File: config.mk
export PLATFORM = sky130hd
export DESIGN_NAME = conv_job_sequencer_flat
export DESIGN_NICKNAME = d
export VERILOG_FILES = /design/src/rtl/conv_job_sequencer_pkg.sv /design/src/rtl/conv_job_sequencer_if.sv /design/src/rtl/conv_job_fifo.sv /design/src/rtl/conv_job_sequencer.sv /design/src/flat_wrapper.sv
export SDC_FILE = /design/constraint.sdc
export NUM_CORES = 1
export LEC_CHECK = 0
export CAP_MARGIN = 25
export CELL_PAD_IN_SITES_DETAIL_PLACEMENT = 0
export CELL_PAD_IN_SITES_GLOBAL_PLACEMENT = 1
export CORE_UTILIZATION = 45
export DETAILED_ROUTE_END_ITERATION = 8
export GPL_TIMING_DRIVEN = 1
export HOLD_SLACK_MARGIN = 0.1
export PLACE_DENSITY = 0.83
export SLEW_MARGIN = 15
export SYNTH_ARGS = -nofsm -noshare
export SYNTH_HDL_FRONTEND = slang
export SYNTH_SLANG_ARGS = --single-unit
File: constraint.sdc
create_clock -name clk -period 2.5 [get_ports clk]
set_input_delay 0.5 -clock clk [delete_from_list [all_inputs] [get_ports clk]]
set_output_delay 0.5 -clock clk [all_outputs]
set_load 0.01 [all_outputs]
File: src/rtl/conv_job_sequencer_pkg.sv
// Shared definitions for the convolution job sequencer: FSM encoding and default sizing.
package conv_job_sequencer_pkg;

  typedef enum logic [1:0] {
    ST_IDLE   = 2'd0,
    ST_LAUNCH = 2'd1,
    ST_WAIT   = 2'd2,
    ST_REPORT = 2'd3
  } state_t;

  localparam int DEF_ID_W    = 4;
  localparam int DEF_DEPTH   = 4;
  localparam int DEF_TIMEOUT = 256;
  localparam int DEF_CNT_W   = 9;

endpackage

File: src/rtl/conv_job_sequencer_if.sv
// Signal bundle between host, sequencer, convolution controller and result consumer.
interface conv_job_sequencer_if #(
  parameter int ID_W  = 4,
  parameter int CNT_W = 9
) ();
  // Handshakes: a transfer happens at a rising edge where valid && ready are both high.
  // valid must not depend on ready; payload is held stable while valid is high and ready is low.
  logic             job_valid;
  logic             job_ready;
  logic [ID_W-1:0]  job_id;
  logic             conv_start;
  logic             conv_done;
  logic             result_valid;
  logic             result_ready;
  logic [ID_W-1:0]  result_id;
  logic             result_timeout;
  logic [CNT_W-1:0] result_cycles;
  logic             busy;
  logic             err_stray_done;

  modport slave (
    input  job_valid, job_id, conv_done, result_ready,
    output job_ready, conv_start, result_valid, result_id, result_timeout,
           result_cycles, busy, err_stray_done
  );

  modport master (
    output job_valid, job_id, conv_done, result_ready,
    input  job_ready, conv_start, result_valid, result_id, result_timeout,
           result_cycles, busy, err_stray_done
  );
endinterface

File: src/rtl/conv_job_fifo.sv
// DEPTH x W synchronous FIFO; pointers carry one extra wrap bit to tell full from empty.
module conv_job_fifo #(
  parameter int W     = 4,
  parameter int DEPTH = 4
) (
  input  logic         clk,
  input  logic         rst_n,
  input  logic         push,
  input  logic [W-1:0] din,
  input  logic         pop,
  output logic [W-1:0] dout,
  output logic         full,
  output logic         empty
);
  localparam int AW = $clog2(DEPTH);

  logic [W-1:0] mem [DEPTH];
  logic [AW:0]  wr_ptr;
  logic [AW:0]  rd_ptr;
  logic         do_push;
  logic         do_pop;

  assign do_push = push && !full;
  assign do_pop  = pop && !empty;

  always_ff @(posedge clk or negedge rst_n) begin
    if (!rst_n) begin
      wr_ptr <= '0;
      rd_ptr <= '0;
    end else begin
      if (do_push) wr_ptr <= wr_ptr + 1'b1;
      if (do_pop)  rd_ptr <= rd_ptr + 1'b1;
    end
  end

  always_ff @(posedge clk) begin
    if (do_push) mem[wr_ptr[AW-1:0]] <= din;
  end

  assign dout  = mem[rd_ptr[AW-1:0]];
  assign empty = (wr_ptr == rd_ptr);
  assign full  = (wr_ptr[AW] != rd_ptr[AW]) && (wr_ptr[AW-1:0] == rd_ptr[AW-1:0]);

endmodule

File: src/rtl/conv_job_sequencer.sv
// Queues job IDs, launches each with a one-cycle conv_start, then reports ID, outcome
// and elapsed WAIT cycles on the result port.
module conv_job_sequencer
  import conv_job_sequencer_pkg::*;
#(
  parameter int ID_W    = DEF_ID_W,
  parameter int DEPTH   = DEF_DEPTH,
  parameter int TIMEOUT = DEF_TIMEOUT,
  parameter int CNT_W   = DEF_CNT_W
) (
  input  logic                 clk,
  input  logic                 rst_n,
  conv_job_sequencer_if.slave  bus,
  output state_t               dbg_state
);
  localparam logic [CNT_W-1:0] TO_CNT = CNT_W'(TIMEOUT);

  state_t           state;
  state_t           state_nxt;
  logic [ID_W-1:0]  cur_id;
  logic [ID_W-1:0]  fifo_dout;
  logic [CNT_W-1:0] cnt;
  logic [CNT_W-1:0] cnt_inc;
  logic [CNT_W-1:0] res_cycles;
  logic             res_timeout;
  logic             done_q;
  logic             stray_err;
  logic             fifo_full;
  logic             fifo_empty;
  logic             push;
  logic             pop;
  logic             done_evt;
  logic             cnt_hit;

  assign cnt_inc  = cnt + 1'b1;
  assign cnt_hit  = (cnt_inc == TO_CNT);
  // A done held high over several cycles is one event.
  assign done_evt = bus.conv_done && !done_q;
  assign push     = bus.job_valid && !fifo_full;

  conv_job_fifo #(
    .W     (ID_W),
    .DEPTH (DEPTH)
  ) u_fifo (
    .clk   (clk),
    .rst_n (rst_n),
    .push  (push),
    .din   (bus.job_id),
    .pop   (pop),
    .dout  (fifo_dout),
    .full  (fifo_full),
    .empty (fifo_empty)
  );

  always_comb begin
    state_nxt = state;
    pop       = 1'b0;
    case (state)
      ST_IDLE: begin
        if (!fifo_empty) begin
          pop       = 1'b1;
          state_nxt = ST_LAUNCH;
        end
      end
      ST_LAUNCH: state_nxt = ST_WAIT;
      ST_WAIT: begin
        if (done_evt || cnt_hit) state_nxt = ST_REPORT;
      end
      ST_REPORT: begin
        if (bus.result_ready) state_nxt = ST_IDLE;
      end
      default: state_nxt = ST_IDLE;
    endcase
  end

  always_ff @(posedge clk or negedge rst_n) begin
    if (!rst_n) state <= ST_IDLE;
    else        state <= state_nxt;
  end

  always_ff @(posedge clk or negedge rst_n) begin
    if (!rst_n) begin
      cur_id      <= '0;
      cnt         <= '0;
      res_cycles  <= '0;
      res_timeout <= 1'b0;
      done_q      <= 1'b0;
      stray_err   <= 1'b0;
    end else begin
      done_q <= bus.conv_done;
      if (done_evt && state != ST_WAIT) stray_err <= 1'b1;
      case (state)
        ST_IDLE: begin
          if (pop) begin
            cur_id <= fifo_dout;
            cnt    <= '0;
          end
        end
        ST_WAIT: begin
          cnt <= cnt_inc;
          // Completion takes priority over a timeout landing on the same cycle.
          if (done_evt) begin
            res_timeout <= 1'b0;
            res_cycles  <= cnt_inc;
          end else if (cnt_hit) begin
            res_timeout <= 1'b1;
            res_cycles  <= TO_CNT;
          end
        end
        default: ;
      endcase
    end
  end

  assign bus.job_ready      = !fifo_full;
  assign bus.conv_start     = (state == ST_LAUNCH);
  assign bus.result_valid   = (state == ST_REPORT);
  assign bus.result_id      = cur_id;
  assign bus.result_timeout = res_timeout;
  assign bus.result_cycles  = res_cycles;
  assign bus.busy           = (state != ST_IDLE) || !fifo_empty;
  assign bus.err_stray_done = stray_err;
  assign dbg_state          = state;

endmodule

File: src/flat_wrapper.sv
// flat-port wrapper written by rule: the top's interface ports become plain ports
module conv_job_sequencer_flat import conv_job_sequencer_pkg::*;
#(
  parameter int ID_W    = DEF_ID_W,
  parameter int DEPTH   = DEF_DEPTH,
  parameter int TIMEOUT = DEF_TIMEOUT,
  parameter int CNT_W   = DEF_CNT_W
)
  (clk, rst_n, dbg_state, bus_job_valid, bus_job_id, bus_conv_done, bus_result_ready, bus_job_ready, bus_conv_start, bus_result_valid, bus_result_id, bus_result_timeout, bus_result_cycles, bus_busy, bus_err_stray_done);
  conv_job_sequencer_if #(.ID_W(ID_W), .CNT_W(CNT_W)) bus_i ();
  input  logic clk;
  input  logic rst_n;
  output state_t dbg_state;
  input wire logic [$bits(bus_i.job_valid)-1:0] bus_job_valid;
  input wire logic [$bits(bus_i.job_id)-1:0] bus_job_id;
  input wire logic [$bits(bus_i.conv_done)-1:0] bus_conv_done;
  input wire logic [$bits(bus_i.result_ready)-1:0] bus_result_ready;
  output wire logic [$bits(bus_i.job_ready)-1:0] bus_job_ready;
  output wire logic [$bits(bus_i.conv_start)-1:0] bus_conv_start;
  output wire logic [$bits(bus_i.result_valid)-1:0] bus_result_valid;
  output wire logic [$bits(bus_i.result_id)-1:0] bus_result_id;
  output wire logic [$bits(bus_i.result_timeout)-1:0] bus_result_timeout;
  output wire logic [$bits(bus_i.result_cycles)-1:0] bus_result_cycles;
  output wire logic [$bits(bus_i.busy)-1:0] bus_busy;
  output wire logic [$bits(bus_i.err_stray_done)-1:0] bus_err_stray_done;
  assign bus_i.job_valid = bus_job_valid;
  assign bus_i.job_id = bus_job_id;
  assign bus_i.conv_done = bus_conv_done;
  assign bus_i.result_ready = bus_result_ready;
  assign bus_job_ready = bus_i.job_ready;
  assign bus_conv_start = bus_i.conv_start;
  assign bus_result_valid = bus_i.result_valid;
  assign bus_result_id = bus_i.result_id;
  assign bus_result_timeout = bus_i.result_timeout;
  assign bus_result_cycles = bus_i.result_cycles;
  assign bus_busy = bus_i.busy;
  assign bus_err_stray_done = bus_i.err_stray_done;
  conv_job_sequencer #(.ID_W(ID_W), .DEPTH(DEPTH), .TIMEOUT(TIMEOUT), .CNT_W(CNT_W)) u_core (.clk(clk), .rst_n(rst_n), .bus(bus_i), .dbg_state(dbg_state));
endmodule
### After elaboration in Yosys (flattened, before gate mapping)

Memories as Yosys holds them, arrays and structs flattened. A register that Yosys moved wholly into a read port is not among the register bits.
Index checks and enable logic that the tools add are counted.

| word-level totals | value |
|---|---|
| memories | 1 |
| bits in writable memories | 16 |
| output and inout port bits | 21 |
| input port bits | 9 |
| register bits after elaboration | 29 |
| word-level logic and storage cells | 58 |

Memory list:

| memory | words | bits a word | rd ports | clocked after memory_dff | write ports | line | text |
|---|---|---|---|---|---|---|---|
| u_core.u_fifo.mem | 4 | 4 | 1 | 1 | 1 | conv_job_fifo.sv:17 | `logic [W-1:0] mem [DEPTH];` |

| cells by class | value |
|---|---|
| mux-type cells | 14 |
| add/subtract/negate cells | 3 |
| reductions and logical operators | 20 |
| equality and inequality tests | 12 |

Operator list:

| cell | count |
|---|---|
| $mux 9 | 3 |
| $pmux 9 s2 | 1 |
| $add 9x1->9 const B | 1 |
| $eq 9x9->1 const B | 1 |
| $ne 2x2->1 const B | 4 |
| $pmux 2 s4 | 1 |
| $add 3x1->3 const B | 2 |
| $logic_and 1x1->1 | 6 |
| $mux 1 | 6 |
| $mux 2 | 3 |
| $reduce_and 2->1 | 3 |
| $reduce_bool 2->1 | 3 |
| $eq 2x2->1 const B | 2 |
| $logic_not 1->1 | 4 |
| $eq 3x3->1 | 1 |
| $reduce_and 3->1 | 1 |
| $eq 2x1->1 const B | 1 |
| $eq 2x2->1 | 1 |
| $logic_not 2->1 | 1 |
| $logic_or 1x1->1 | 2 |
| $ne 2x1->1 const B | 1 |
| $ne 1x1->1 | 1 |

### Depth between registers and ports, before layout

Gate-level depths: netlist of run 1.

| logic depth | value |
|---|---|
| depth in word-level cells | 7 |
| depth in mapped cells | 8 |
| depth with buffers taken out | 7 |

### Cells and area by module

A second synthesis of run 1 with hierarchy kept.

| unflattened totals | value |
|---|---|
| cell total of the unflattened synthesis | 229 |
| area total of the unflattened synthesis | 2,612.5 sq um |

Modules (own cells, without submodules):

| module | area each (sq um) | seq. area each (sq um) | cells each | instances |
|---|---|---|---|---|
| conv_job_sequencer | 1,507.7 | 675.6 | 159 | 1 |
| conv_job_fifo | 1,104.8 | 630.6 | 70 | 1 |

### Least setup slack after synthesis of run 1

OpenSTA, ideal clock, no wires.

| timing | value |
|---|---|
| kind | reg-to-reg |
| from | reg u_core.state[0], in the netlist u_core.dbg_state[0] |
| to | reg u_core.cnt[2] |
| data required time | 2.371 ns |
| buffers on the path | 1 |
| setup time | 0.129 ns |
| period minus slack after synthesis | 1.916 ns |
| arrival time | 1.787 ns |
| cell stages (with the launch flop) | 9 |
| setup slack | 0.584 ns |
| path through | dfrtp_1 inv_1 ha_1 inv_1 o41ai_2 buf_2 nor2_1 o21ai_0 o21ai_0 |

| between the ends | value |
|---|---|
| word-level cells in the longest chain between the ends | 4 |
| elaborated cells on any way between the ends | 7 |
| classes of those cells | eq/ne: 2; mux: 2; reduce/logical: 3 |

Ends and longest elaborated chain:

| what | line | text |
|---|---|---|
| start, declared | conv_job_sequencer.sv:18 | `state_t state;` |
| start signal, assigned | conv_job_sequencer.sv:78 | `else state <= state_nxt;` |
| $logic_not 2->1 | conv_job_sequencer.sv:58, conv_job_sequencer.sv:92 |  |
| $mux 1 | conv_job_sequencer.sv:58 | `case (state)` |
| $ne 2x2->1 (no source line) | -- |  |
| $reduce_and 2->1 (no source line) | -- |  |
| end signal, assigned | conv_job_sequencer.sv:100 | `cnt <= cnt_inc;` |
| end, declared | conv_job_sequencer.sv:22 | `logic [CNT_W-1:0] cnt;` |

Several ways; a longest one is shown, not always the timed one.
A chain may end at the register's enable or synchronous reset.

### Worst setup path in the final report of run 1

| timing | value |
|---|---|
| from | reg u_core.u_fifo.rd_ptr[1] |
| to | out bus_job_ready |

| between the ends | value |
|---|---|
| word-level cells in the longest chain between the ends | 3 |

Ends and longest elaborated chain:

| what | line | text |
|---|---|---|
| start, declared | conv_job_fifo.sv:19 | `logic [AW:0] rd_ptr;` |
| start signal, assigned | conv_job_fifo.sv:32 | `if (do_pop) rd_ptr <= rd_ptr + 1'b1;` |
| $eq 2x2->1 | conv_job_fifo.sv:42 | `assign full = (wr_ptr[AW] != rd_ptr[AW]) && (wr_ptr[AW-1:0] == rd_ptr[AW-1:0]);` |
| $logic_and 1x1->1 | conv_job_fifo.sv:42 |  |
| $logic_not 1->1 | conv_job_sequencer.sv:115 | `assign bus.job_ready = !fifo_full;` |
| end, declared | flat_wrapper.sv:18 | `output wire logic [$bits(bus_i.job_ready)-1:0] bus_job_ready;` |

No other way between the ends.

==> results of run 1 <==
## area by class of cell
| cell class | instances | area [µm²] | area share, % |
|---|---|---|---|
| inverter | 9 | 33.8 | 1.13 |
| tap | 70 | 87.6 | 2.92 |
| clock inverter | 1 | 5.00 | 0.167 |
| clock buffer | 7 | 96.3 | 3.21 |
| multi-input combinational | 142 | 1130 | 37.6 |
| sequential | 49 | 1310 | 43.6 |
| timing repair buffer | 36 | 343 | 11.4 |
## layout by cell type, fill, tap and decap left out, drive strengths merged, types with 4 or more instances in the layout
master         Yosys  final
dfrtp             33     33
clkdlybuf4s50      0     29
nor2              20     20
o21ai             17     17
edfxtp            16     16
nand2             12     12
ha                12     12
inv                9      9
xnor2              9      9
a31o               8      8
clkbuf             3      7
buf                4      7
xor2               6      6
and2               6      6
nand3              6      6
mux2               5      5
mux4               4      4
## cells by family (layout without fill, tap and decap cells)
kind of cell               Yosys count  after routing  synth area share, %
AOI/OAI and AO/OA                   44             44                 14.1
xor gates and xnor gates            15             15                 5.24
adders and majority gates           12             12                 5.99
buffers and inverters               16             53                 2.94
DFF                                 49             49                 52.1
muxes                               11             11                 6.64
and+or+nand+nor                     60             60                 13.0
## worst max-delay path by stage
stage	start	endpoint	slack, ps	cells after the start
after detailed placement	u_core.u_fifo.rd_ptr[1]	bus_job_ready	380	4
final	u_core.u_fifo.rd_ptr[1]	bus_job_ready	70	4
after floorplan	u_core.dbg_state[0]	u_core.cnt[2]	580	8
after global routing	u_core.u_fifo.rd_ptr[1]	bus_job_ready	1	4
after CTS	u_core.u_fifo.rd_ptr[1]	bus_job_ready	30	4
after global placement	u_core.u_fifo.rd_ptr[1]	bus_job_ready	380	4
## state kept, by name, indices dropped and copies added, names as in the netlist
signal,flops
u_core.cnt,9
u_core.bus.result_timeout,1
u_core.dbg_state,2
u_core.bus.result_cycles,9
u_core.done_q,1
u_core.u_fifo.rd_ptr,3
u_core.u_fifo.wr_ptr,3
u_core.bus.err_stray_done,1
u_core.bus.result_id,4
u_core.u_fifo.mem,16
## per-stage QoR
| step | instance area, µm² | utilization, % |
|---|---|---|
| final | 3000 | 57.3 |
| after CTS | 3000 | 57.3 |
| after floorplan | 2510 | - |
| after global placement | 2900 | 55.3 |
| after detailed placement | 2900 | 55.3 |
| after global routing | 3000 | 57.3 |
## critical path: cells and delay by family (launching register included)
kind,cells,cell delay [ps]
flops,1,560
simple gates,2,210
buf+inv,1,530
xor+xnor,1,320
## cell usage after synthesis, types with 3 or more instances
cell type  count
nor2_1        20
o21ai_0       15
and2_1         6
ha_1          12
a31o_1         8
xor2_1         6
dfrtp_1       33
mux2_2         5
xnor2_1        9
nand3_1        4
edfxtp_1      16
inv_1          9
clkbuf_1       3
nand2_1       12
mux4_2         4
a21oi_1        3
## power breakdown
group	leakage [nW]	switching, W	internal [W]	total, W
logic	0.569	0.000713	0.000716	0.00143
registers	0.567	0.000201	0.00105	0.00125
clock network	0.0542	0.000258	0.000250	0.000509
## metal layers
metal  global-route usage, %  up-vias  wire, µm
met2                    26.7       32      2140
met5                       0        -         0
met4                    6.35        0        61
met3                    3.23        5       181
li1                        -      811         -
met1                    24.6      774      2100
==> results by group, run 1 <==
Outcome
  • Outcome: completed

Layout
  • Share of post-route cells with drive strength above 1: 13.5%
  • P&R area growth vs syn: 19.6%
  • # nets final: 264
  • Finished Layout Cells: approximately 310
  • Ant diodes: 0
  • Filler Cell Count: between 400 and 500

STA
  • Final Max Slew Viols: 0
  • Worst-Margin Slew: 464 ps
  • Post-Route Setup TNS: 0 ps
  • Clock Skew: between 9 and 10 ps
  • Slew HR: between 60% and 70%
  • Maximum clock rate: approximately 0.41 GHz
  • Min Tclk post-route: 2430 ps
  • Worst hold slack: 481 ps
  • Unrepaired setup endpoints after global routing: false
  • # setup viols final: 0
  • Setup ws final: 72.7 ps
  • Final Hold Vio Count: 0
  • Period utilization: between 90% and 100%

Logic synthesis
  • Net count after synthesis: 228
  • Count of unique library cells instantiated by Yosys: about 50
  • Asr flop ratio synth: about 67%
  • Register area share after synthesis: 52.1%
  • Ys Warns: 0
  • Syn_area_per_cell: between 10 and 15 µm²
  • Post-synthesis register bit count: 49
  • Mapped Area: 0.00251 mm²
  • Synth area leaders: dfrtp_1 (33%), edfxtp_1 (19%), ha_1 (6.0%)
  • Top FF cell, synth: dfrtp_1
  • Post-synth top area cell: dfrtp_1
  • Cells after Synth: between 200 and 250
  • Post-synth top area share: between 30% and 40%
  • Post-synth EDFFs: 16

Floorplan
  • DIE WIDTH: around 77 µm
  • Row count: 26
  • Die Y: about 77 µm
  • I/O Pins: 30
  • Initial Util: 47.9%
  • Core area: about 0.0052 mm²
  • Die footprint: 0.00587 mm²

Clock tree
  • Clk slew on worst S/H paths: ~90 ps
  • Clock latency at the later pin of the worst-skew pair: about 300 ps
  • Clk root buf: clkbuf_8
  • Clock sink count: 49
  • Max clock buf depth: 2
  • CTS buffer count: 5
  • Post-CTS Setup Inserts: 0
  • H-tree levels: 2
  • CTS tree: built
  • CTS Hold Bufs: 0
  • Post-cts resize count: 0

Setup path
  • Worst Setup Start Kind: flip-flop
  • Crit-path max FO: 8
  • CP endpoint kind: output pin
  • CP Cell Sequence: xor2_1 > nor2_1 > nand2_1 > clkdlybuf4s50_1
  • Reg2Reg Setup Slack: around 400 ps
  • Max stage delay on crit path: around 560 ps
  • CP max stage cell: dfrtp_1
  • Worst reg-to-reg path cell count: 6
  • FF-to-FF End: u_core.bus.result_cycles[5]
  • Worst endpoint required time: about 2000 ps
  • Worst endpoint data arrival time: 1930 ps
  • Reg2Reg Launch Point: u_core.cnt[0]
  • Critical Setup Path Class: reg2out

Pwr
  • Leakage Power: approximately 1.2 nW
  • Design Power: roughly 0.0032 W
  • Pwr dens: 1060 mW/mm²
  • Max VDD drop: 0.658 mV

Place
  • Detailed Place HPWL: 3.28 mm
  • Placed cells: about 300
  • DP Worst Slack: 383 ps
  • Final RePlAce weighted congestion: about 0.77
  • IO buf count: 29

Flow run
  • Count of max-cap constraint violations: 0

Route
  • WL per Instance: 14.3 µm
  • Drt pass-1 iters: 4
  • Routed Antenna Nets: 0
  • DRC viols: 0
  • WL final: around 4.5 mm
  • Drt initial violations: around 90
  • Avg Vias per Cell: between 5 and 6
  • Vias: between 1500 and 2000

Global routing
  • Antenna violations before repair: 0
  • Largest net degree at the start of global routing: 34
  • Global-route wire length before repair: around 7.9 mm
  • Congestion Overflow GR: 0
  • Vias in the first global route: around 1600
  • Tot GR Track Use: 17.4%

Hold path
  • Hold WC Path Type: reg2reg
  • Worst min-delay path startpoint: u_core.bus.err_stray_done
  • Hold Crit Depth: 1
  • Hold Path End: u_core.bus.err_stray_done
Power figures use the tool's default switching activity.
==> run 2, diff against run 1 <==
--- a/config.mk
+++ b/config.mk
@@ -5,14 +5,15 @@
 export SDC_FILE = /design/constraint.sdc
 export NUM_CORES = 1
 export LEC_CHECK = 0
+export ABC_AREA = 1
 export CAP_MARGIN = 25
 export CELL_PAD_IN_SITES_DETAIL_PLACEMENT = 0
 export CELL_PAD_IN_SITES_GLOBAL_PLACEMENT = 1
-export CORE_UTILIZATION = 45
+export CORE_UTILIZATION = 42
 export DETAILED_ROUTE_END_ITERATION = 8
 export GPL_TIMING_DRIVEN = 1
 export HOLD_SLACK_MARGIN = 0.1
-export PLACE_DENSITY = 0.83
+export PLACE_DENSITY = 0.81
 export SLEW_MARGIN = 15
 export SYNTH_ARGS = -nofsm -noshare
 export SYNTH_HDL_FRONTEND = slang
==> results by group, run 2 <==
Layout
  • Design Area, Final: 0.00282 mm² (-6.0%)
  • Largest register FFs: 16 (unchanged)
  • # nets final: 293 (+11%)
  • Area of the multi-input gates: 871 µm² (-23%)
  • Sequential cell area: 0.00131 mm² (unchanged)
  • Commonest non-fill, non-tap cells in the layout: nand2_1 (48), dfrtp_1 (33), clkdlybuf4s50_1 (29)
  • Filler Cell Count: 460 (+0.66%)
  • Finished Layout Cells: 343 (+9.2%)
  • Most common cell after layout, fill and taps aside: nand2_1
  • P&R area growth vs syn: 22.3%
  • Ant diodes: 0 (unchanged)
  • Share of post-route cells with drive strength above 1: 8.06% (-5.5 points)

Global routing
  • Antenna violations before repair: 0 (unchanged)
  • Largest net degree at the start of global routing: 34 (unchanged)
  • Vias in the first global route: 1607 (-0.31%)
  • Global-route wire length before repair: 7.42 mm (-6.3%)
  • Congestion Overflow GR: 0 (unchanged)
  • Tot GR Track Use: 16.5% (-0.89 points)

Logic synthesis
  • Top FF cell, synth: dfrtp_1
  • Net count after synthesis: 258 (+13%)
  • Synth area leaders: dfrtp_1 (36%), edfxtp_1 (21%), nand2_1 (7.8%)
  • Asr flop ratio synth: 67.3% (unchanged)
  • Ys Warns: 0 (unchanged)
  • Cells after Synth: 237 (+14%)
  • Post-synth top area share: 35.8% (+2.9 points)
  • Register area share after synthesis: 56.6% (+4.6 points)
  • Count of unique library cells instantiated by Yosys: 27 (-45%)
  • Post-synth top area cell: dfrtp_1
  • Commonest cells in the netlist: nand2_1 (48), dfrtp_1 (33), inv_1 (25), nand3_1 (24), nor2_1 (23)
  • Post-synthesis register bit count: 49 (unchanged)
  • Post-synth EDFFs: 16 (unchanged)
  • Mapped Area: 0.00231 mm² (-8.0%)
  • Syn_area_per_cell: 9.73 µm² (-20%)
  • Most common cell in the netlist: nand2_1

Pwr
  • Logic pwr share: 39.4% (-5.4 points)
  • Sequential power share: 39.1% (-0.2 points)
  • Sw Ratio: 35.6% (-1.2 points)
  • Max VDD drop: 0.622 mV (-5.6%)
  • Leakage Power: 1.21 nW (+1.7%)
  • Clk pwr share: 21.5% (+5.5 points)
  • Pint: 0.00202 W (+0.15%)
  • Pwr dens: 1110 mW/mm² (+4.5%)
  • Sw power: 0.00111 W (-4.9%)

Setup path
  • CP endpoint kind: output pin
  • Worst endpoint data arrival time: 1800 ps (-130 ps)
  • Max stage delay on crit path: 520 ps (-40 ps)
  • Critical path depth: 3 (-1)
  • Worst reg-to-reg path cell count: 12 (+6)
  • Critical Setup Path Class: reg2out
  • Reg2Reg Setup Slack: 660 ps (+260 ps)
  • Worst Setup Start Kind: flip-flop
  • Crit-path max FO: 11 (+3)
  • CP max stage cell: clkdlybuf4s50_1
  • Worst Path Buf+Inv: 1 (unchanged)
  • Worst endpoint required time: 2000 ps (about the same)
  • CP Cell Sequence: xnor2_1 > nand4_1 > clkdlybuf4s50_1
  • CP delay by family, top: buffers and inverters

Floorplan
  • Row count: 26 (unchanged)
  • Die Y: 76.1 µm (-0.72%)
  • I/O Pins: 30 (unchanged)
  • DIE WIDTH: 76.1 µm (-0.72%)
  • Initial Util: 44.3% (-3.6 points)
  • Die footprint: 0.00579 mm² (-1.4%)
  • Core area: 0.00520 mm² (-0.62%)

Route
  • Drt initial violations: 80 (-10%)
  • Drt pass-1 iters: 4 (unchanged)
  • DRC viols: 0 (unchanged)
  • WL final: 4.32 mm (-3.8%)
  • Routed Antenna Nets: 0 (unchanged)
  • WL per Instance: 12.6 µm (-12%)
  • Vias: 1623 (+0.062%)
  • Avg Vias per Cell: 4.73 (-8.4%)

Clock tree
  • Clock sink count: 49 (unchanged)
  • Clk slew on worst S/H paths: 90 ps (about the same)
  • CTS Hold Bufs: 0 (unchanged)
  • Clk root buf: clkbuf_8
  • CTS buffer count: 5 (unchanged)
  • Max clock buf depth: 2 (unchanged)
  • H-tree levels: 2 (unchanged)
  • Post-cts resize count: 0 (unchanged)
  • Clock latency at the later pin of the worst-skew pair: 300 ps (about the same)
  • CTS tree: built
  • Post-CTS Setup Inserts: 0 (unchanged)

Flow run
  • Count of max-cap constraint violations: 0 (unchanged)

STA
  • Setup ws final: 202 ps (+129 ps)
  • # setup viols final: 0 (unchanged)
  • Period utilization: 91.9% (-5.2 points)
  • Min Tclk post-route: 2300 ps (-129 ps)
  • Maximum clock rate: 0.435 GHz (+5.6%)
  • Clock Skew: 5.12 ps (-4.86 ps)
  • Final Max Slew Viols: 0 (unchanged)
  • Worst-Margin Slew: 441 ps (-22.3 ps)
  • Final Hold Vio Count: 0 (unchanged)
  • Slew HR: 70.5% (+2.3 points)
  • Post-Route Setup TNS: 0 ps (unchanged)
  • Unrepaired setup endpoints after global routing: false

Place
  • Final RePlAce weighted congestion: 0.815 (+5.3%)
  • Detailed Place HPWL: 3.20 mm (-2.5%)
  • Placed inst area: 0.00268 mm² (-7.4%)
  • DP Worst Slack: 519 ps (+136 ps)
  • IO buf count: 29 (unchanged)
  • Placed cells: 335 (+9.5%)

Hold path
  • Hold Crit Depth: 2 (+1)
  • Hold WC Path Type: reg2reg

Outcome
  • Outcome: completed
run 2: worst min-delay path: cells and delay by family, from the launching register on:
kind	cells	cell delay [ps]
and+or+nand+nor	2	90
DFF	1	350
run 2: final timing paths:
kind	start	end
worst min-delay path	u_core.bus.result_cycles[7]	u_core.bus.result_cycles[7]
worst min register to register	u_core.bus.result_cycles[7]	u_core.bus.result_cycles[7]
worst max register to register	u_core.cnt[1]	u_core.bus.result_cycles[8]
worst max-delay path	u_core.u_fifo.rd_ptr[0]	bus_busy
max in group asynchronous	rst_n	u_core.u_fifo.wr_ptr[2]
min in group asynchronous	rst_n	u_core.cnt[1]
run 2: final cells by class:
class,count,area share [%]
clock buffers,5,2.44
well taps,70,3.11
multi-input cells,157,30.9
repair buffers,33,11.4
inverters,26,3.46
clock inverters,3,2.44
flip-flops and latches,49,46.3
run 2: power by group through the flow:
stage	Combinational, W	Sequential (W)	Clock, W
2_1_floorplan	0.000795	0.00123	0
3_3_place_gp	0.00124	0.00123	0
3_5_place_dp	0.00124	0.00125	0
4_1_cts	0.00125	0.00123	0.000680
5_1_grt	0.00139	0.00126	0.000727
6_report	0.00123	0.00123	0.000674
run 2: kinds of logic after synthesis:
family / share of synthesized area [%]
DFF: 56.6
AOI/OAI and AO/OA: 7.81
xor gates and xnor gates: 3.04
adders and majority gates: 6.51
muxes: 1.95
and+or+nand+nor: 18.4
buffers and inverters: 5.59
run 2: routing by layer:
| metal | up-vias | track usage, % | wire (µm) |
|---|---|---|---|
| met5 | - | 0 | 0 |
| met4 | 0 | 6.92 | 57 |
| met3 | 6 | 3.95 | 160 |
| met2 | 37 | 25.3 | 1940 |
| met1 | 737 | 22.4 | 2160 |
| li1 | 843 | - | - |
run 2: per-stage QoR:
| step | utilization, % | total power (W) | hold WS [ps] |
|---|---|---|---|
| after floorplan | - | 0.00202 | 204 |
| after global placement | 51.5 | 0.00248 | 454 |
| after detailed placement | 51.5 | 0.00249 | 458 |
| after CTS | 54.2 | 0.00316 | 480 |
| after global routing | 54.2 | 0.00337 | 511 |
| final | 54.2 | 0.00313 | 475 |
==> patch 1, RTL diff (flow settings as in run 1) <==
`DEF_ID_W`: 4 -> 3.
--- a/src/rtl/conv_job_sequencer_pkg.sv
+++ b/src/rtl/conv_job_sequencer_pkg.sv
@@ -9,5 +9,5 @@
   } state_t;
 
-  localparam int DEF_ID_W    = 4;
+  localparam int DEF_ID_W    = 3;
   localparam int DEF_DEPTH   = 4;
   localparam int DEF_TIMEOUT = 256;
Interface: changed (resized bus_job_id and bus_result_id); port bits go from 30 to 28. No check against the original RTL was run, so the function may have changed too.
==> patch 1 against run 1 <==
Non-clock buffer count fell by 3; clock power fell by 15%; fmax rose by 4.2%; first-iteration DRC count fell by 10%; power fell by 8.4%; via count fell by 0.68%; sequential cell count fell by 5; combinational power fell by 6%; area after synthesis fell by 6.7%; wire length rose by 0.49%; cell area fell by 8.3%; worst setup slack improved by 97 ps; highest routed layer unchanged.
==> patch 1: results (changes against run 1) <==
Synth
  – EDFF count, synth: 12 (-4)
  – Average size of a mapped cell: 11.8 um2 (-3.0%)
  – Post-synthesis compound-gate area fraction: 16.5% (+2.5 points)
  – Synth area leaders: dfrtp_1 34%, edfxtp_1 15%, ha_1 6.4%
  – Asr flop ratio synth: 72.7% (+5.4 points)
  – Share of synthesized cell area in full adder, half adder and majority cells: 6.42% (+0.43 points)
  – Part of the Yosys area used for sequential elements: 49.7% (-2.4 points)
  – Post-Syn Nets: 219 (-3.9%)
  – Synth cell count leaders: 32 x dfrtp_1, 13 x nand2_1, 13 x o21ai_0
  – Mux cell area share after synthesis: 6.10% (-0.54 points)
  – Post-Synth XOR/XNOR Area: 5.62% (+0.38 points)

Cells and area
  – Number of flip-flops in the largest register: 12 (-4)
  – Nets@finish: 245 (-7.2%)
  – Non-Filler Instances: 293 (-6.7%)
  – Fill cells: 412 (-9.8%)
  – Layout cells sized above 1: 10.6% (-2.9 points)

Power and ir drop
  – Internal Power: 1.83 mW (-9.2%)
  – Peak VDD IR: 0.000675 V (+2.5%)
  – Seq pwr: 1.14 mW (-9%)
  – P_leak: 1.09 nW (-8.7%)
  – Clk network pwr share: 14.8% (-1.2 points)

GRT
  – GRT Total Usage: 19.0% (+1.6 points)
  – Largest net degree at the start of global routing: 33 (-2.9%)
  – First-pass GRT wire length: 7710 um (-2.7%)
  – Vias in the first global route: 1593 (-1.2%)

Critical path
  – CP arrival: 1830 ps (-100 ps)
  – Crit-path slowest cell: clkdlybuf4s50_1
  – Family with the most delay on the worst path: buffers and inverters
  – R2R Path End: u_core.bus.result_cycles[0]
  – Crit-path max cell delay: 580 ps (+20 ps)
  – Worst R2R Setup Slack: 280 ps (-120 ps)

Route
  – Average wire per standard cell: 15.4 um (+7.7%)
  – Drt first-iter violations: 80 (-10%)
  – Vias per std cell: 5.50 (+6.4%)

Place
  – I/O Buffers: 27 (-6.9%)
  – Dpl hpwl: 3270 um (-0.31%)
  – Routability congestion estimate: 0.745 (-3.8%)

Status
  – Status: complete, no violations

Timing
  – Max_slew headroom: 54.4% (-14 points)
  – Skew final: 3.82 ps (-6.16 ps)
[patch 1: changes by cell type after synthesis, moves of 4 or more]
cell	delta
clkbuf_1	+4
and2_1	-5
edfxtp_1	-4
nor2_1	-12
and3_1	+5
o2bb2ai_1	+8
[patch 1: routing by layer]
layer / up-vias / GRT usage (%) / part of all wire (%)
met4: 0 / 7.05 / 0.47
li1: 787 / - / -
met3: 3 / 4.07 / 3.1
met1: 786 / 26.5 / 49
met5: - / 0 / 0
met2: 35 / 29.3 / 48
[patch 1: worst reg2reg max path, stage by stage, from the launching register on]
cell       delay [ps]
dfrtp_1           500
ha_1              270
nand3_1           210
a2111oi_4         360
o32ai_1           140
or2_1             370
a31o_1            270
[patch 1: worst max path at each step]
stage	endpoint	slack, ps	depth (start not counted)
after global placement	u_core.bus.result_cycles[3]	350	6
after CTS	bus_job_ready	140	3
after global routing	bus_job_ready	30	3
after detailed placement	u_core.bus.result_cycles[0]	280	6
final	bus_job_ready	170	3
after floorplan	u_core.bus.result_cycles[0]	440	8
[patch 1: metrics by stage]
step	area, um2	hold WS, ps	total power, mW	utilization [%]	worst slack [ps]
floorplan	2340	204	2.00	-	435
global placement	2660	439	2.47	54.8	353
detailed placement	2660	446	2.49	54.8	280
CTS	2740	465	2.94	56.5	143
global route	2750	491	3.13	56.7	27.2
finish	2750	458	2.92	56.7	170
[patch 1: layout make-up]
cell class              instances  area share, %
repair buffers                 33           11.5
multi-input cells             134           39.2
inverters                       7          0.956
flip-flops and latches         44           42.2
well taps                      67           3.05
clock buffers                   7           2.78
clock inverters                 1          0.319
[patch 1: what timing repair did]
item / in CTS / in global routing
endpoints found under the setup margin: 0 / 1
endpoints found under the hold margin: 0 / 0
resized for setup: 0 / 1
==> patch 2, RTL diff (settings of run 1) <==
Without the edit above. Register the output `dbg_state` once more; this adds one clock of latency there. The other outputs are not delayed to match.
--- a/src/rtl/conv_job_sequencer.sv
+++ b/src/rtl/conv_job_sequencer.sv
@@ -121,5 +121,7 @@
   assign bus.busy           = (state != ST_IDLE) || !fifo_empty;
   assign bus.err_stray_done = stray_err;
-  assign dbg_state          = state;
+  always_ff @(posedge clk) begin
+    dbg_state <= state;
+  end
 
 endmodule
Function: changed (Yosys sat finds a counterexample within 4 cycles, from zero or initial values and one cycle with rst_n low).
==> patch 2 against run 1 <==
Worst setup slack improved by 4.7 ps; area after synthesis grew 2.2%; non-clock buffer count increased by 3; register-to-register slack got worse by 30 ps; wire length up 2.5%; power is 4.2% higher; critical path depth rose by 1; clock power fell by 9.6%; global-route usage is 0.14 points higher; worst hold slack worse by 28 ps; cell area up 1.9%; via count increased by 4.6%; sequential cell count up 2; critical path type unchanged; critical endpoint is now bus_busy; largest cell class unchanged; highest routed layer unchanged.
==> patch 2: results (changes against run 1) <==
Cells and area
  – Layout cells sized above 1: 16.4% (+2.9 points)
  – Number of flip-flops in the largest register: 16 (unchanged)
  – Nets@finish: 269 (+1.9%)
  – Antenna Cells: 0 (unchanged)

Clocking
  – Clk pin slew, worst setup/hold paths: 90 ps (about the same)
  – CTS buffer count: 5 (unchanged)
  – Worst skew pair latency: 310 ps
  – Clock tree buffer depth: 2 (unchanged)
  – Root Driver: clkbuf_8
  – Htree depth: 2 (unchanged)

Die
  – CORE AREA: 5510 um2 (+5.1%)

Synth
  – Synthesized instance count: 214 (+3.4%)
  – Prevailing post-synth register cell: dfrtp_1
  – Synth area leaders: dfrtp_1 32%, edfxtp_1 19%, ha_1 5.4%
  – Asr flop ratio synth: 64.7% (-2.6 points)
  – Synth cell count leaders: 33 x dfrtp_1, 16 x edfxtp_1, 15 x inv_1
  – Cell variety after synth: 46 (-6.1%)
  – EDFF count, synth: 16 (unchanged)
  – Synthesis Warnings: 0 (unchanged)
  – Part of the Yosys area used for sequential elements: 52.5% (+0.42 points)
  – Post-Syn Nets: 234 (+2.6%)

GRT
  – First-pass GRT wire length: 8020 um (+1.2%)
  – Largest net degree at the start of global routing: 34 (unchanged)
  – Initial antenna violation count: 0 (unchanged)
  – GRT Total Usage: 17.5% (+0.14 points)
  – Vias in the first global route: 1670 (+3.6%)

Min path
  – Worst Hold End: u_core.dbg_state[0]
  – WHS Path Cells: 0 (-1)
  – Hold Path Origin: u_core.state[0]
  – Min-delay worst type: flip-flop to flip-flop

Place
  – I/O Buffers: 29 (unchanged)
  – Dpl cells: 313 (+2.3%)
  – Area post-placement: 2960 um2 (+2.2%)
  – Routability congestion estimate: 0.780 (+0.79%)
  – Pre-CTS setup slack: 174 ps (-209 ps)
  – Dpl hpwl: 3330 um (+1.8%)

Route
  – First-pass DRT Iterations: 4 (unchanged)
  – Vias: 1696 (+4.6%)
  – Drt first-iter violations: 60 (-33%)
  – Average wire per standard cell: 14.3 um (about the same)
  – Final wirelength: 4600 um (+2.5%)

Timing
  – Max_slew headroom: 66.4% (-1.8 points)
  – Skew final: 8.84 ps (-1.14 ps)
  – WHS: 452 ps (-28.5 ps)

Critical path
  – Worst r2r src: u_core.cnt[0]
  – Worst Path Max Fanout: 4 (-4)
  – R2R depth: 6 (unchanged)
  – Worst R2R Setup Slack: 370 ps (-30 ps)
  – CP arrival: 1920 ps
  – R2R Path End: u_core.bus.result_cycles[4]

Status
  – Status: complete, no violations

Power and ir drop
  – P_leak: 1.26 nW (+5.7%)
  – Peak VDD IR: 0.000600 V (-8.9%)
  – Net Sw Frac: 36.7% (-0.087 points)
[patch 2: worst max path at each step]
stage	slack (ps)	from	end
finish	80	u_core.state[1]	bus_busy
global route	-20	u_core.state[0]	bus_busy
CTS	20	u_core.state[1]	bus_busy
detailed placement	170	u_core.state[1]	bus_busy
global placement	190	u_core.state[0]	bus_busy
floorplan	520	u_core.state[0]	bus_busy
[patch 2: power groups by stage]
stage / combinational [mW] / clock, mW / sequential, mW
CTS: 1.58 / 0.479 / 1.30
global route: 1.75 / 0.510 / 1.33
global placement: 1.56 / 0 / 1.30
detailed placement: 1.58 / 0 / 1.31
finish: 1.57 / 0.460 / 1.29
floorplan: 0.990 / 0 / 1.32
[patch 2: area by class of cell]
type	instances	area, um2
Fill cell	480	2450
Sequential cell	51	1350
Multi-Input combinational cell	137	1110
Timing Repair Buffer	39	364
Tap cell	72	90.1
Clock buffer	6	72.6
Inverter	15	56.3
Clock inverter	2	12.5
[patch 2: cells by family (layout without fill, tap and decap cells)]
kind of cell    after synthesis  count (layout)  synth area share [%]
simple gates                 50              50                  10.6
flops                        51              51                  52.5
xor+xnor                     17              17                  6.39
mux                           9               9                  6.30
fa+ha+maj                    11              11                  5.37
compound gates               50              50                  14.6
buf+inv                      26              62                  4.20
[patch 2: worst max-delay path, stage by stage (launching register included)]
cell	delay, ps
dfrtp_1	420
inv_2	90
ha_1	180
inv_1	80
or4_4	540
dlygate4sd2_1	300
[patch 2: timing repair]
action	in CTS	in global routing
gates resized for setup	1	3
hold buffers	0	0
buffers inserted	0	1
setup endpoints to repair	1	1
[patch 2: routing by layer]
metal / part of all wire [%] / track usage (%) / up-vias
li1: - / - / 840
met1: 44 / 22.0 / 830
met2: 52 / 29.5 / 20
met3: 2.7 / 3.76 / 6
met4: 1.7 / 6.79 / 0
met5: 0 / 0 / -
